### src/rtl/uart_pkg.sv
// -----------------------------------------------------------------------------
// uart_pkg
//   Definitions shared by the UART transmit-side blocks.
//
//   BYTE_W         width of one UART data byte
//   drain_state_t  state encoding of the FIFO drain FSM in uart_tx_fifo
// -----------------------------------------------------------------------------
package uart_pkg;

  localparam int BYTE_W = 8;

  typedef enum logic [1:0] {
    DRAIN_IDLE      = 2'd0,
    DRAIN_ISSUE     = 2'd1,
    DRAIN_WAIT_BUSY = 2'd2,
    DRAIN_WAIT_IDLE = 2'd3
  } drain_state_t;

endpackage

### src/rtl/sync_fifo_mem.sv
// -----------------------------------------------------------------------------
// sync_fifo_mem
//   DEPTH x BYTE_W storage array for the transmit FIFO. One synchronous write
//   port and one combinational read port. The contents are not reset.
//
//   clk    system clock
//   we     write enable, stores wdata at waddr on the rising edge
//   waddr  write address
//   wdata  write data
//   raddr  read address
//   rdata  data at raddr, combinational
// -----------------------------------------------------------------------------
module sync_fifo_mem
  import uart_pkg::*;
#(
  parameter  int DEPTH  = 16,
  localparam int ADDR_W = $clog2(DEPTH)
) (
  input  logic              clk,
  input  logic              we,
  input  logic [ADDR_W-1:0] waddr,
  input  logic [BYTE_W-1:0] wdata,
  input  logic [ADDR_W-1:0] raddr,
  output logic [BYTE_W-1:0] rdata
);

  logic [BYTE_W-1:0] mem [DEPTH];

  always_ff @(posedge clk) begin
    if (we) begin
      mem[waddr] <= wdata;
    end
  end

  assign rdata = mem[raddr];

endmodule

### src/rtl/uart_tx_fifo.sv
// -----------------------------------------------------------------------------
// uart_tx_fifo
//   Byte FIFO in front of uart_tx. Producers push bytes with a single-cycle
//   strobe; the drain FSM hands them to the serializer one at a time, each
//   with a one-cycle load pulse, whenever the transmitter reports idle.
//
//   clk         system clock
//   rst         asynchronous active-low reset
//   wr_en       producer write strobe, one byte per high cycle
//   din         byte to enqueue, sampled when wr_en=1
//   full        FIFO holds DEPTH entries
//   fifo_empty  FIFO holds no entries
//   count       occupancy, 0..DEPTH
//   overflow    sticky, a write was attempted while full (cleared by reset)
//   tx_empty    from uart_tx, transmitter idle and able to take a byte
//   tx_wr_en    to uart_tx, one-cycle load pulse
//   tx_byte     to uart_tx, valid with tx_wr_en and held afterwards
//
//   DEPTH must be a power of two in 2..256 so the pointers wrap naturally.
//
//   Drain FSM
//   state            | meaning
//   -----------------+----------------------------------------------------
//   DRAIN_IDLE       | waiting for data and an idle transmitter; pops here
//   DRAIN_ISSUE      | tx_wr_en high for exactly this one cycle
//   DRAIN_WAIT_BUSY  | waiting for uart_tx to drop tx_empty (byte taken)
//   DRAIN_WAIT_IDLE  | waiting for uart_tx to finish the frame
// -----------------------------------------------------------------------------
module uart_tx_fifo
  import uart_pkg::*;
#(
  parameter  int DEPTH  = 16,
  localparam int ADDR_W = $clog2(DEPTH)
) (
  input  logic              clk,
  input  logic              rst,
  input  logic              wr_en,
  input  logic [BYTE_W-1:0] din,
  output logic              full,
  output logic              fifo_empty,
  output logic [ADDR_W:0]   count,
  output logic              overflow,
  input  logic              tx_empty,
  output logic              tx_wr_en,
  output logic [BYTE_W-1:0] tx_byte
);

  localparam logic [ADDR_W:0] DEPTH_CNT = (ADDR_W + 1)'(DEPTH);

  logic [ADDR_W-1:0] wr_ptr;
  logic [ADDR_W-1:0] rd_ptr;
  logic [BYTE_W-1:0] rd_data;
  drain_state_t      state;

  logic              wr_accept;
  logic              pop;
  logic [ADDR_W:0]   count_nxt;

  // Acceptance is judged on the registered (pre-edge) full flag, so a write
  // that coincides with a pop from a full FIFO is still rejected.
  assign wr_accept = wr_en & ~full;
  assign pop       = (state == DRAIN_IDLE) & ~fifo_empty & tx_empty;
  assign count_nxt = count + (ADDR_W + 1)'(wr_accept) - (ADDR_W + 1)'(pop);

  sync_fifo_mem #(
    .DEPTH (DEPTH)
  ) u_mem (
    .clk   (clk),
    .we    (wr_accept),
    .waddr (wr_ptr),
    .wdata (din),
    .raddr (rd_ptr),
    .rdata (rd_data)
  );

  // Write side and occupancy. count is the single source of truth for the
  // full/empty flags, so equal pointers never need disambiguating.
  always_ff @(posedge clk or negedge rst) begin
    if (!rst) begin
      wr_ptr     <= '0;
      count      <= '0;
      full       <= 1'b0;
      fifo_empty <= 1'b1;
      overflow   <= 1'b0;
    end else begin
      if (wr_accept) begin
        wr_ptr <= wr_ptr + 1'b1;
      end
      if (wr_en && full) begin
        overflow <= 1'b1;
      end
      count      <= count_nxt;
      full       <= (count_nxt == DEPTH_CNT);
      fifo_empty <= (count_nxt == '0);
    end
  end

  // Drain FSM. Waiting for tx_empty to fall and then rise again keeps a
  // second load pulse away until uart_tx has registered the first byte.
  always_ff @(posedge clk or negedge rst) begin
    if (!rst) begin
      state    <= DRAIN_IDLE;
      rd_ptr   <= '0;
      tx_wr_en <= 1'b0;
      tx_byte  <= '0;
    end else begin
      case (state)
        DRAIN_IDLE: begin
          tx_wr_en <= 1'b0;
          if (pop) begin
            tx_byte  <= rd_data;
            tx_wr_en <= 1'b1;
            rd_ptr   <= rd_ptr + 1'b1;
            state    <= DRAIN_ISSUE;
          end
        end
        DRAIN_ISSUE: begin
          tx_wr_en <= 1'b0;
          state    <= DRAIN_WAIT_BUSY;
        end
        DRAIN_WAIT_BUSY: begin
          if (!tx_empty) begin
            state <= DRAIN_WAIT_IDLE;
          end
        end
        DRAIN_WAIT_IDLE: begin
          if (tx_empty) begin
            state <= DRAIN_IDLE;
          end
        end
        default: begin
          tx_wr_en <= 1'b0;
          state    <= DRAIN_IDLE;
        end
      endcase
    end
  end

endmodule

### config.mk
export PLATFORM = sky130hd
export DESIGN_NAME = uart_tx_fifo
export DESIGN_NICKNAME = d
export VERILOG_FILES = /design/src/rtl/uart_pkg.sv /design/src/rtl/sync_fifo_mem.sv /design/src/rtl/uart_tx_fifo.sv
export SDC_FILE = /design/constraint.sdc
export NUM_CORES = 1
export LEC_CHECK = 0
export ABC_AREA = 1
export CORE_UTILIZATION = 43
export DETAILED_ROUTE_END_ITERATION = 12
export GPL_TIMING_DRIVEN = 1
export PLACE_DENSITY = 0.66
export REMOVE_ABC_BUFFERS = 1
export SLEW_MARGIN = 0
export SYNTH_ARGS = -nofsm -noshare
export SYNTH_HDL_FRONTEND = slang
export SYNTH_SLANG_ARGS = --single-unit
export TNS_END_PERCENT = 5
### constraint.sdc
create_clock -name clk -period 6.55 [get_ports clk]
set_input_delay 1.31 -clock clk [delete_from_list [all_inputs] [get_ports clk]]
set_output_delay 1.31 -clock clk [all_outputs]
set_load 0.01 [all_outputs]
* After elaboration in Yosys (flattened, before gate mapping)
Memories as Yosys holds them, arrays and structs flattened. A register that Yosys moved wholly into a read port is not among the register bits.
Cells that the tools add are included.
** Word-level totals
- Output and inout port bits :: 17
- Memories :: 1
- Word-level logic and storage cells :: 40
- Bits in writable memories :: 128
- Flip-flop bits (word level) :: 19
** Cells by class
- Muxes and demuxes :: 8
- Bitwise gates (word level) :: 5
- Reductions and logical operators :: 7
- Eq/ne operators :: 7
- Add/sub/neg operators :: 4
** Memories
- u_mem.mem :: depth 16, bits a word 8, read ports 1, clocked after Yosys merged registers in 1, write ports 1, line sync_fifo_mem.sv:27 : logic [BYTE_W-1:0] mem [DEPTH];
** Operators by type and width (count)
- $add A4 B1 Y4 const B :: 2
- $pmux W2 S4 :: 1
- $mux W2 :: 3
- $ne A2 B2 Y1 const B :: 3
- $add A5 B1 Y5 :: 1
- $eq A5 B5 Y1 const B :: 1
- $logic_not A5 Y1 :: 1
- $sub A5 B1 Y5 :: 1
- $eq A2 B2 Y1 const B :: 2
- $and A1 B1 Y1 :: 3
- $mux W1 :: 3
- $reduce_and A3 Y1 :: 1
- $eq A2 B1 Y1 const B :: 1
- $logic_not A2 Y1 :: 1
- $not A1 Y1 :: 2
- $pmux W1 S2 :: 1
- $reduce_and A2 Y1 :: 1
- $reduce_bool A2 Y1 :: 1
- $logic_and A1 B1 Y1 :: 1
- $logic_not A1 Y1 :: 1

* Longest topological paths before layout
Gate-level depths: netlist of the first run.
- Depth in word-level cells :: 5
- Depth in mapped cells :: 16

* By module
From an unflattened synthesis of the first run, not the netlist that was laid out.
** Second synthesis, totals
- Cell total of the unflattened synthesis :: 694
- Area, all modules :: 6970.4 um^2
** Modules (own cells, without submodules)
- sync_fifo_mem :: area each 5606.6 um^2, times used 1, cells an instance 543, seq. area each 3843.7 um^2
- uart_tx_fifo :: area each 1363.8 um^2, times used 1, cells an instance 151, seq. area each 676.9 um^2

* Worst setup path after synthesis of the first run
OpenSTA, ideal clock, no wires.
- Path type :: input to register
- Start :: input tx_empty
- End :: register fifo_empty
- Stages :: 12
- Library setup time :: 0.067 ns
- Buffers on the path :: 1
- Slack :: 3.390 ns
- Data arrival time :: 3.092 ns
- Cells stage by stage :: nand2_1 -> inv_2 -> clkbuf_1 -> ha_1 -> inv_1 -> ha_1 -> inv_1 -> fa_1 -> o21ai_1 -> xor2_1 -> inv_1 -> nor2_1
** On the way
- Cells in the longest elaborated chain, start to end :: 3
** RTL lines
- start: declaration :: line uart_tx_fifo.sv:43 : input logic tx_empty,
- $and A1 B1 Y1 :: line uart_tx_fifo.sv:62 : assign pop = (state == DRAIN_IDLE) & ~fifo_empty & tx_empty;
- $sub A5 B1 Y5 :: line uart_tx_fifo.sv:63 : assign count_nxt = count + (ADDR_W + 1)'(wr_accept) - (ADDR_W + 1)'(pop);
- via count_nxt[4] :: line uart_tx_fifo.sv:57 : logic [ADDR_W:0] count_nxt;
- $logic_not A5 Y1 :: line uart_tx_fifo.sv:94 : fifo_empty <= (count_nxt == '0);
- end signal: assignment :: line uart_tx_fifo.sv:94
- end: declaration :: line uart_tx_fifo.sv:40 : output logic fifo_empty,
The timed path passes the listed nets, and every way through them passes these cells.
A chain may end at the register's enable or synchronous reset.

* Worst setup path after layout of the first run
Ends and elaborated chain as after synthesis.

==> results.md, run 1 <==
- Initial antenna violation count: 0
- I/O Buffers: 28
- Slew HR: 0.292
- DIE WIDTH: 125 um
- Layout area overhead: 15.1%
- Cts hold-fix bufs: 0
- RSZ-0062 raised after global routing: no
- Seq cells post-synth: 155
- Worst-Skew Late Latency: 0.41 ns
- First-pass GRT wire length: 22,000 um
- Period utilization: 0.537
- Placed cell area: 6880 um^2
- Setup CP Type: input port to register
- Die H: 125 um
- Resized Gates After CTS: 0
- Minimum clock period: 3.52 ns
- H-tree depth: 4
- Tot Pwr: 3.60 mW
- Pleak: 2.97 nW
- Combinational Power Share: 0.324
- Most frequent cells in the layout: nand2_1 (209), edfxtp_1 (128), nand3_1 (97), clkdlybuf4s50_1 (28), dfrtp_1 (25)
- DRT antenna net count: 0
- Met2 Track Usage GR: 0.320
- Via density: 5.22
- Hold crit path type: register to register
- Register area share after synthesis: 0.690
- CTS Buf Count: 17
- Top_reg_cell synth: edfxtp_1
- Clock root buffer master: clkbuf_16
- Post-synth EDFFs: 128
- Ys async rst share: 0.174
- Mean area per synthesized cell: 11.4 um^2
- Met1 Use GR: 0.243
- Final wirelength: 13,700 um
- Count of cell types in the netlist: 22
- Post-route setup TNS: 0 ns
- Synth Instances: 574
- Fillers: 1,256
- DPL Wire Length: 8680 um
- GR Layer Usage met3: 0.0377
- Startpoint Class: input port
- Cell Area, Synth: 6550 um^2
- Worst Path Max Fanout: 14
- CTS tree: done
- Final core occ: 0.513
- Largest net degree at the start of global routing: 68
- Final setup vio count: 0
- Gr usage total: 0.187
- Initial Utilization: 0.446
- DR iter-0 viols: 333
- Pre-CTS WS: 2.66 ns
- Layout Nets: 625
- Routability cong.: 0.778
- Vias in the first global route: 4,199
- Cell Pwr Density: 478 nW/um^2
- Reg clk slew, reported paths: 0.06 ns
- Register share of total power: 0.371
- Vias: 4,136
- Sw Ratio: 0.349
- Ratio of cells with drive above 1 in the final layout: 0.0739
- Synth warn: 0
- Die ar.: 15,700 um^2
- Busiest grt layer: met2
- Leading cell type in the layout, fill and taps excluded: nand2_1
- Tightest hold margin: 0.482 ns
- Crit. End Element: register
- Worst-Margin Slew: 1.06 ns
- Clk pwr share: 0.305
- Max Fclk: 284 MHz
- Cell area after layout: 7540 um^2
- Post-CTS Setup Bufs: 0
- Worst path arrival time: 3.86 ns
- Fin Clk Skew: 0.00737 ns
- Clk sink count: 155
- CTS Buffer Depth: 2
- Pins Over Slew Limit: 0
- Post-Layout Cell Count: 793
- GRT overflow: 0
- Wire per inst: 17.3 um
- P_sw: 1.26 mW
- Core area: 14,700 um^2
- Status: finished, violations left
- Worst setup margin: 3.03 ns
- Rows: 44
- Violated checks: DRC
- IO Pins: 29
- Placed Cells: 762
- Number of max-cap violations: 0
- Hold Vio Cnt, Final: 0
- DRC errors left: 1
- VDD IR-drop max: 0.000200 V
- DR pass1 iterations: 9
- Number of antenna diodes: 0
- Data required time at the worst endpoint: 6.90 ns
- Internal power: 2.35 mW
## worst max-delay path, stage by stage
cell and delay [ns]:
clkdlybuf4s50_1 0.51, nand2_1 0.24, inv_2 0.28, ha_1 0.28, inv_1 0.06, ha_1 0.16, inv_1 0.06, fa_1 0.41
o21ai_1 0.18, xor2_1 0.20, inv_1 0.09, nor2_1 0.09
## final cells by class
class / instances / area, um^2 / share of cell area
flip-flops and latches: 155 / 4520 / 0.600
well taps: 184 / 230 / 0.0305
inverters: 24 / 90.1 / 0.0119
clock inverters: 13 / 238 / 0.0315
repair buffers: 31 / 303 / 0.0401
clock buffers: 18 / 429 / 0.0569
multi-input cells: 368 / 1730 / 0.229
## flip-flops by register name (all words and copies together), names as in the netlist
register / cells
u_mem.mem: 128
tx_byte: 8
count: 5
rd_ptr: 4
wr_ptr: 4
state: 2
fifo_empty: 1
full: 1
overflow: 1
tx_wr_en: 1
## kinds of logic (layout without fill, tap and decap cells)
family,after synthesis,in the layout,share of synthesized area
AOI/OAI and AO/OA,10,10,0.00802
xor gates and xnor gates,10,10,0.0134
adders and majority gates,16,16,0.0317
buffers and inverters,51,86,0.0457
DFF,155,155,0.690
muxes,1,1,0.00153
and+or+nand+nor,331,331,0.210
## power by group through the flow
stage	clock network (mW)	logic, mW	registers [mW]
2_1_floorplan	0	0.688	1.40
3_3_place_gp	0	1.13	1.34
3_5_place_dp	0	1.16	1.35
4_1_cts	1.11	1.17	1.34
5_1_grt	1.15	1.31	1.35
6_report	1.10	1.17	1.34
## synthesized netlist by cell type (2+ instances only)
library cell / n / share of area
a21oi_1: 4 / 0.0031
buf_2: 14 / 0.011
buf_6: 12 / 0.021
dfrtp_1: 26 / 0.099
edfxtp_1: 128 / 0.59
ha_1: 15 / 0.029
inv_1: 15 / 0.0086
inv_2: 9 / 0.0052
nand2_1: 209 / 0.12
nand3_1: 97 / 0.074
nand4_1: 2 / 0.0019
nor2_1: 21 / 0.012
o21ai_1: 5 / 0.0038
xor2_1: 9 / 0.012
## metal layers
layer	vias to the layer above	routed length, um
li1	1990	-
met1	2027	6080
met2	103	6930
met3	16	573
met4	0	155
met5	-	0
## final timing paths
path	from	to	slack (ns)	cells after the start
worst max-delay path	tx_empty	fifo_empty	3.03	12
worst min-delay path	tx_byte[7]	tx_byte[7]	0.48	2
worst max register to register	state[0]	fifo_empty	3.63	15
worst min register to register	tx_byte[7]	tx_byte[7]	0.48	2
max in group asynchronous	rst	fifo_empty	4.95	2
min in group asynchronous	rst	state[1]	1.29	2
No activity file was read; power rests on OpenSTA's default activity.
==> run 2, diff against run 1 <==
PLACE_DENSITY = 0.68   (was 0.66)
clock period = 2.83 ns   (was 6.55 ns; I/O delays follow)
==> results.md, run 2 (synthesized netlist as in run 1, its figures left out) <==
- Post-route setup TNS: 0 ns
- Minimum clock period: 2.53 ns
- Crit. End Element: register
- Vias in the first global route: 4,162
- Pins Over Slew Limit: 0
- Worst-Skew Late Latency: 0.42 ns
- WP depth: 15
- I/O Buffers: 28
- Via density: 5.28
- Resized Gates After CTS: 0
- DRT antenna net count: 0
- Max reg flops: 128
- Period utilization: 0.895
- CTS tree: done
- Sequential cell area: 4520 um^2
- Routability cong.: 0.774
- Final core occ: 0.520
- Gr usage total: 0.193
- Worst-Margin Slew: 0.739 ns
- Largest net degree at the start of global routing: 67
- DPL Wire Length: 8960 um
- Cell Pwr Density: 1070 nW/um^2
- CP endpoint: fifo_empty
- Initial Utilization: 0.446
- RSZ-0062 raised after global routing: no
- Vias: 4,325
- CP delay by family, top: adder cells
- Largest registers: u_mem.mem x128, tx_byte x8, count x5
- Data required time at the worst endpoint: 3.19 ns
- Startpoint Class: register
- Leading cell type in the layout, fill and taps excluded: nand2_1
- Die ar.: 15,700 um^2
- DIE WIDTH: 125 um
- DRC errors left: 0
- H-tree depth: 4
- DR pass1 iterations: 7
- Max Fclk: 395 MHz
- Worst path cell trace: inv_1 > ha_1 > inv_2 > nor2_1 > nand2_1 > inv_2 > ha_1 > inv_1 > ha_1 > inv_1 > fa_1 > o21ai_1 > xor2_1 > inv_1 > nor2_1
- CTS Buffer Depth: 2
- Bufs and invs on worst path: 6
- First-pass GRT wire length: 22,500 um
- Final setup vio count: 0
- Ratio of cells with drive above 1 in the final layout: 0.104
- Layout Nets: 650
- Wire per inst: 17.4 um
- Worst path most repeated cell: inv_1
- Fillers: 1,211
- Most frequent cells in the layout: nand2_1 (209), edfxtp_1 (128), nand3_1 (97), clkdlybuf4s50_1 (28), buf_4 (28)
- Clock root buffer master: clkbuf_16
- Critical path's slowest cell: dfrtp_1
- Hold Vio Cnt, Final: 0
- Setup CP Type: register to register
- Hold crit path type: register to register
- Tightest hold margin: 0.459 ns
- Slew HR: 0.507
- Pleak: 3.06 nW
- Cts hold-fix bufs: 0
- Number of antenna diodes: 0
- CP max stage delay: 0.40 ns
- Post-CTS Setup Bufs: 0
- Number of max-cap violations: 0
- IO Pins: 29
- Reg2reg start: state[0]
- Biggest register: u_mem.mem
- Initial antenna violation count: 0
- Status: finished, final reports clean
- GRT overflow: 0
- Crit path from: state[0]
- DR iter-0 viols: 453
- Fin Clk Skew: 0.00777 ns
- Rows: 44
- Reg clk slew, reported paths: 0.06 ns
- VDD IR-drop max: 0.000582 V
- Worst path arrival time: 2.89 ns
- Reg2reg end: fifo_empty
- Final wirelength: 14,200 um
- Die H: 125 um
- Core area: 14,700 um^2
- Layout area overhead: 16.7%
- Reg2reg path depth: 15
- CTS Buf Count: 17
- R2R setup slack: 0.30 ns
- Area of the multi-input gates: 1730 um^2
- Clk sink count: 155
- Worst Path Max Fanout: 4
-- run 2: cell count changes in the layout (fill, tap and decap cells not counted) --
cell,before,now
inv_6,4,2
clkinv_4,2,0
bufinv_16,6,3
buf_4,3,28
clkinv_1,0,5
clkinvlp_4,0,2
clkinv_2,1,2
-- run 2: layout make-up --
| type | instances | area share |
|---|---|---|
| Multi-Input combinational cell | 368 | 0.226 |
| Timing Repair Buffer | 56 | 0.0642 |
| Tap cell | 184 | 0.0301 |
| Inverter | 24 | 0.0118 |
| Clock inverter | 14 | 0.0198 |
| Sequential cell | 155 | 0.592 |
| Clock buffer | 18 | 0.0561 |
-- run 2: worst min path at each step --
stage	startpoint	depth (start not counted)	endpoint
after floorplan	rst	0	count[0]
after global placement	overflow	1	overflow
after detailed placement	overflow	1	overflow
after CTS	overflow	1	overflow
after global routing	overflow	1	overflow
final	overflow	1	overflow
-- run 2: per-stage QoR --
stage,power (mW),worst slack [ns],cell area (um^2),instances
after floorplan,4.84,0.217,6340,547
after global placement,5.85,0.0566,7060,787
after detailed placement,5.94,-0.00805,7060,787
after CTS,8.18,0.278,7640,819
after global routing,8.64,0.0929,7640,819
final,8.15,0.296,7640,819
-- run 2: where the power goes --
part / switching, mW / total, mW / internal, mW
Combinational: 1.89 / 2.88 / 0.986
Clock: 0.855 / 2.23 / 1.37
Sequential: 0.190 / 3.05 / 2.86
Total: 2.94 / 8.15 / 5.21
-- run 2: routing by layer --
layer  track usage  up-vias  wire length [um]
met5             0        -                 0
met4        0.0782        0               159
met3        0.0334       14               858
met2         0.307      173              6970
met1         0.264     2096              6240
li1              -     2042                 -
==> run 3, diff against run 2 <==
CORE_ASPECT_RATIO = 1.4   (was not set)
==> results.md, run 3 (synthesized netlist as in run 1, its figures left out) <==
- Reg2reg path depth: 15
- Cell area after layout: 7610 um^2
- Crit path from: state[0]
- Tot Pwr: 7.94 mW
- Largest registers: u_mem.mem x128, tx_byte x8, count x5
- H-tree depth: 4
- DRC errors left: 0
- Status: finished, final reports clean
- CTS Buffer Depth: 2
- Final wirelength: 13,500 um
- Routability cong.: 0.838
- Leading cell type in the layout, fill and taps excluded: nand2_1
- Max reg flops: 128
- Placed cell area: 7060 um^2
- Cell Pwr Density: 1040 nW/um^2
- Crit. End Element: register
- DR pass1 iterations: 5
- Pre-CTS WS: -0.0406 ns
- Cts hold-fix bufs: 0
- Layout Nets: 647
- Reg clk slew, reported paths: 0.06 ns
- Biggest register: u_mem.mem
- Max Fclk: 397 MHz
- Ratio of cells with drive above 1 in the final layout: 0.105
- First-pass GRT wire length: 21,400 um
- I/O Buffers: 28
- Gr usage total: 0.183
- Die H: 148 um
- DIE WIDTH: 106 um
- DR iter-0 viols: 225
- Hold Vio Cnt, Final: 0
- Data required time at the worst endpoint: 3.18 ns
- WL met3: 508 um
- CTS Buf Count: 17
- Pins Over Slew Limit: 0
- Reg2reg end: fifo_empty
- Core area: 14,900 um^2
- Fillers: 1,303
- Minimum clock period: 2.52 ns
- Setup CP Type: register to register
- Hold endpoint: overflow
- Worst path most repeated cell: inv_1
- Worst setup margin: 0.310 ns
- Slew HR: 0.466
- DPL Wire Length: 8920 um
- Period utilization: 0.890
- Vias: 4,217
- Via density: 5.12
- Worst path cell trace: inv_1 > ha_1 > inv_2 > nor2_1 > nand2_1 > inv_2 > ha_1 > inv_1 > ha_1 > inv_1 > fa_1 > o21ai_1 > xor2_1 > inv_1 > nor2_1
- CP max stage delay: 0.40 ns
- Initial antenna violation count: 0
- Wire per inst: 16.4 um
- Resized Gates After CTS: 0
- Number of max-cap violations: 0
- RSZ-0062 raised after global routing: no
- Hold crit path type: register to register
- CTS tree: done
- GRT overflow: 0
- Layout area overhead: 16.2%
- Final core occ: 0.510
- CP delay by family, top: adder cells
- R2R setup slack: 0.31 ns
- WL met2: 7060 um
- Critical path's slowest cell: dfrtp_1
- Fin Clk Skew: 0.00910 ns
- Clk sink count: 155
- Clock root buffer master: clkbuf_16
- Startpoint Class: register
- Top Layer Used: met4
- Post-CTS Setup Bufs: 0
- Worst Path Max Fanout: 4
- Worst-Margin Slew: 0.799 ns
- Die ar.: 15,700 um^2
- Pleak: 3.03 nW
- IO Pins: 29
- Hold Path Stages: 1
- Number of antenna diodes: 0
- Area of the multi-input gates: 1730 um^2
- DRT antenna net count: 0
- Final setup vio count: 0
- VDD IR-drop max: 0.000432 V
- Rows: 53
- Sequential cell area: 4520 um^2
- WL met1: 5610 um
- Largest net degree at the start of global routing: 67
- Initial Utilization: 0.439
- Vias in the first global route: 4,139
- Worst hold start: overflow
- Worst path arrival time: 2.87 ns
- Reg2reg start: state[0]
- Bufs and invs on worst path: 6
- Most frequent cells in the layout: nand2_1 (209), edfxtp_1 (128), nand3_1 (97), clkdlybuf4s50_1 (28), dfrtp_1 (25)
- Worst-Skew Late Latency: 0.41 ns
==> run 3: cell count changes in the layout (fill, tap and decap cells not counted) <==
cell        delta
buf_4          -4
clkinv_1       -3
bufinv_16      -2
clkinv_4       +2
inv_6          +2
buf_12         +1
clkbuf_1       -1
clkinvlp_4     +1
==> run 3: worst max-delay path by stage <==
stage | end | slack [ns] | cells past startpoint
after floorplan | tx_byte[0] | 0.22 | 9
after global placement | fifo_empty | 0.07 | 13
after detailed placement | fifo_empty | -0.04 | 13
after CTS | fifo_empty | 0.29 | 15
after global routing | fifo_empty | 0.09 | 15
final | fifo_empty | 0.31 | 15
==> run 3: cell type report <==
cell class | instances | area share
clock inverter | 14 | 0.0161
clock buffer | 17 | 0.0559
inverter | 24 | 0.0118
timing repair buffer | 53 | 0.0631
multi-input combinational | 368 | 0.227
tap | 192 | 0.0316
sequential | 155 | 0.594
==> run 3: through the flow <==
step,hold WS (ns),setup TNS [ns],std cells
after global placement,0.442,0,792
final,0.458,0,823
after floorplan,0.270,0,547
after detailed placement,0.451,-0.0591,792
after CTS,0.465,0,823
after global routing,0.492,0,823
==> run 3: metal layers <==
| metal | vias up | global-route usage |
|---|---|---|
| met3 | 21 | 0.0278 |
| met2 | 115 | 0.312 |
| li1 | 2031 | - |
| met4 | 0 | 0.0875 |
| met1 | 2050 | 0.226 |
| met5 | - | 0 |
==> run 3: power by group <==
part | switching, mW | internal (mW) | leakage (nW) | total [mW]
sequential | 0.185 | 2.86 | 1.48 | 3.04
combinational | 1.83 | 0.984 | 1.29 | 2.82
clock | 0.879 | 1.21 | 0.261 | 2.09
total | 2.90 | 5.05 | 3.03 | 7.94
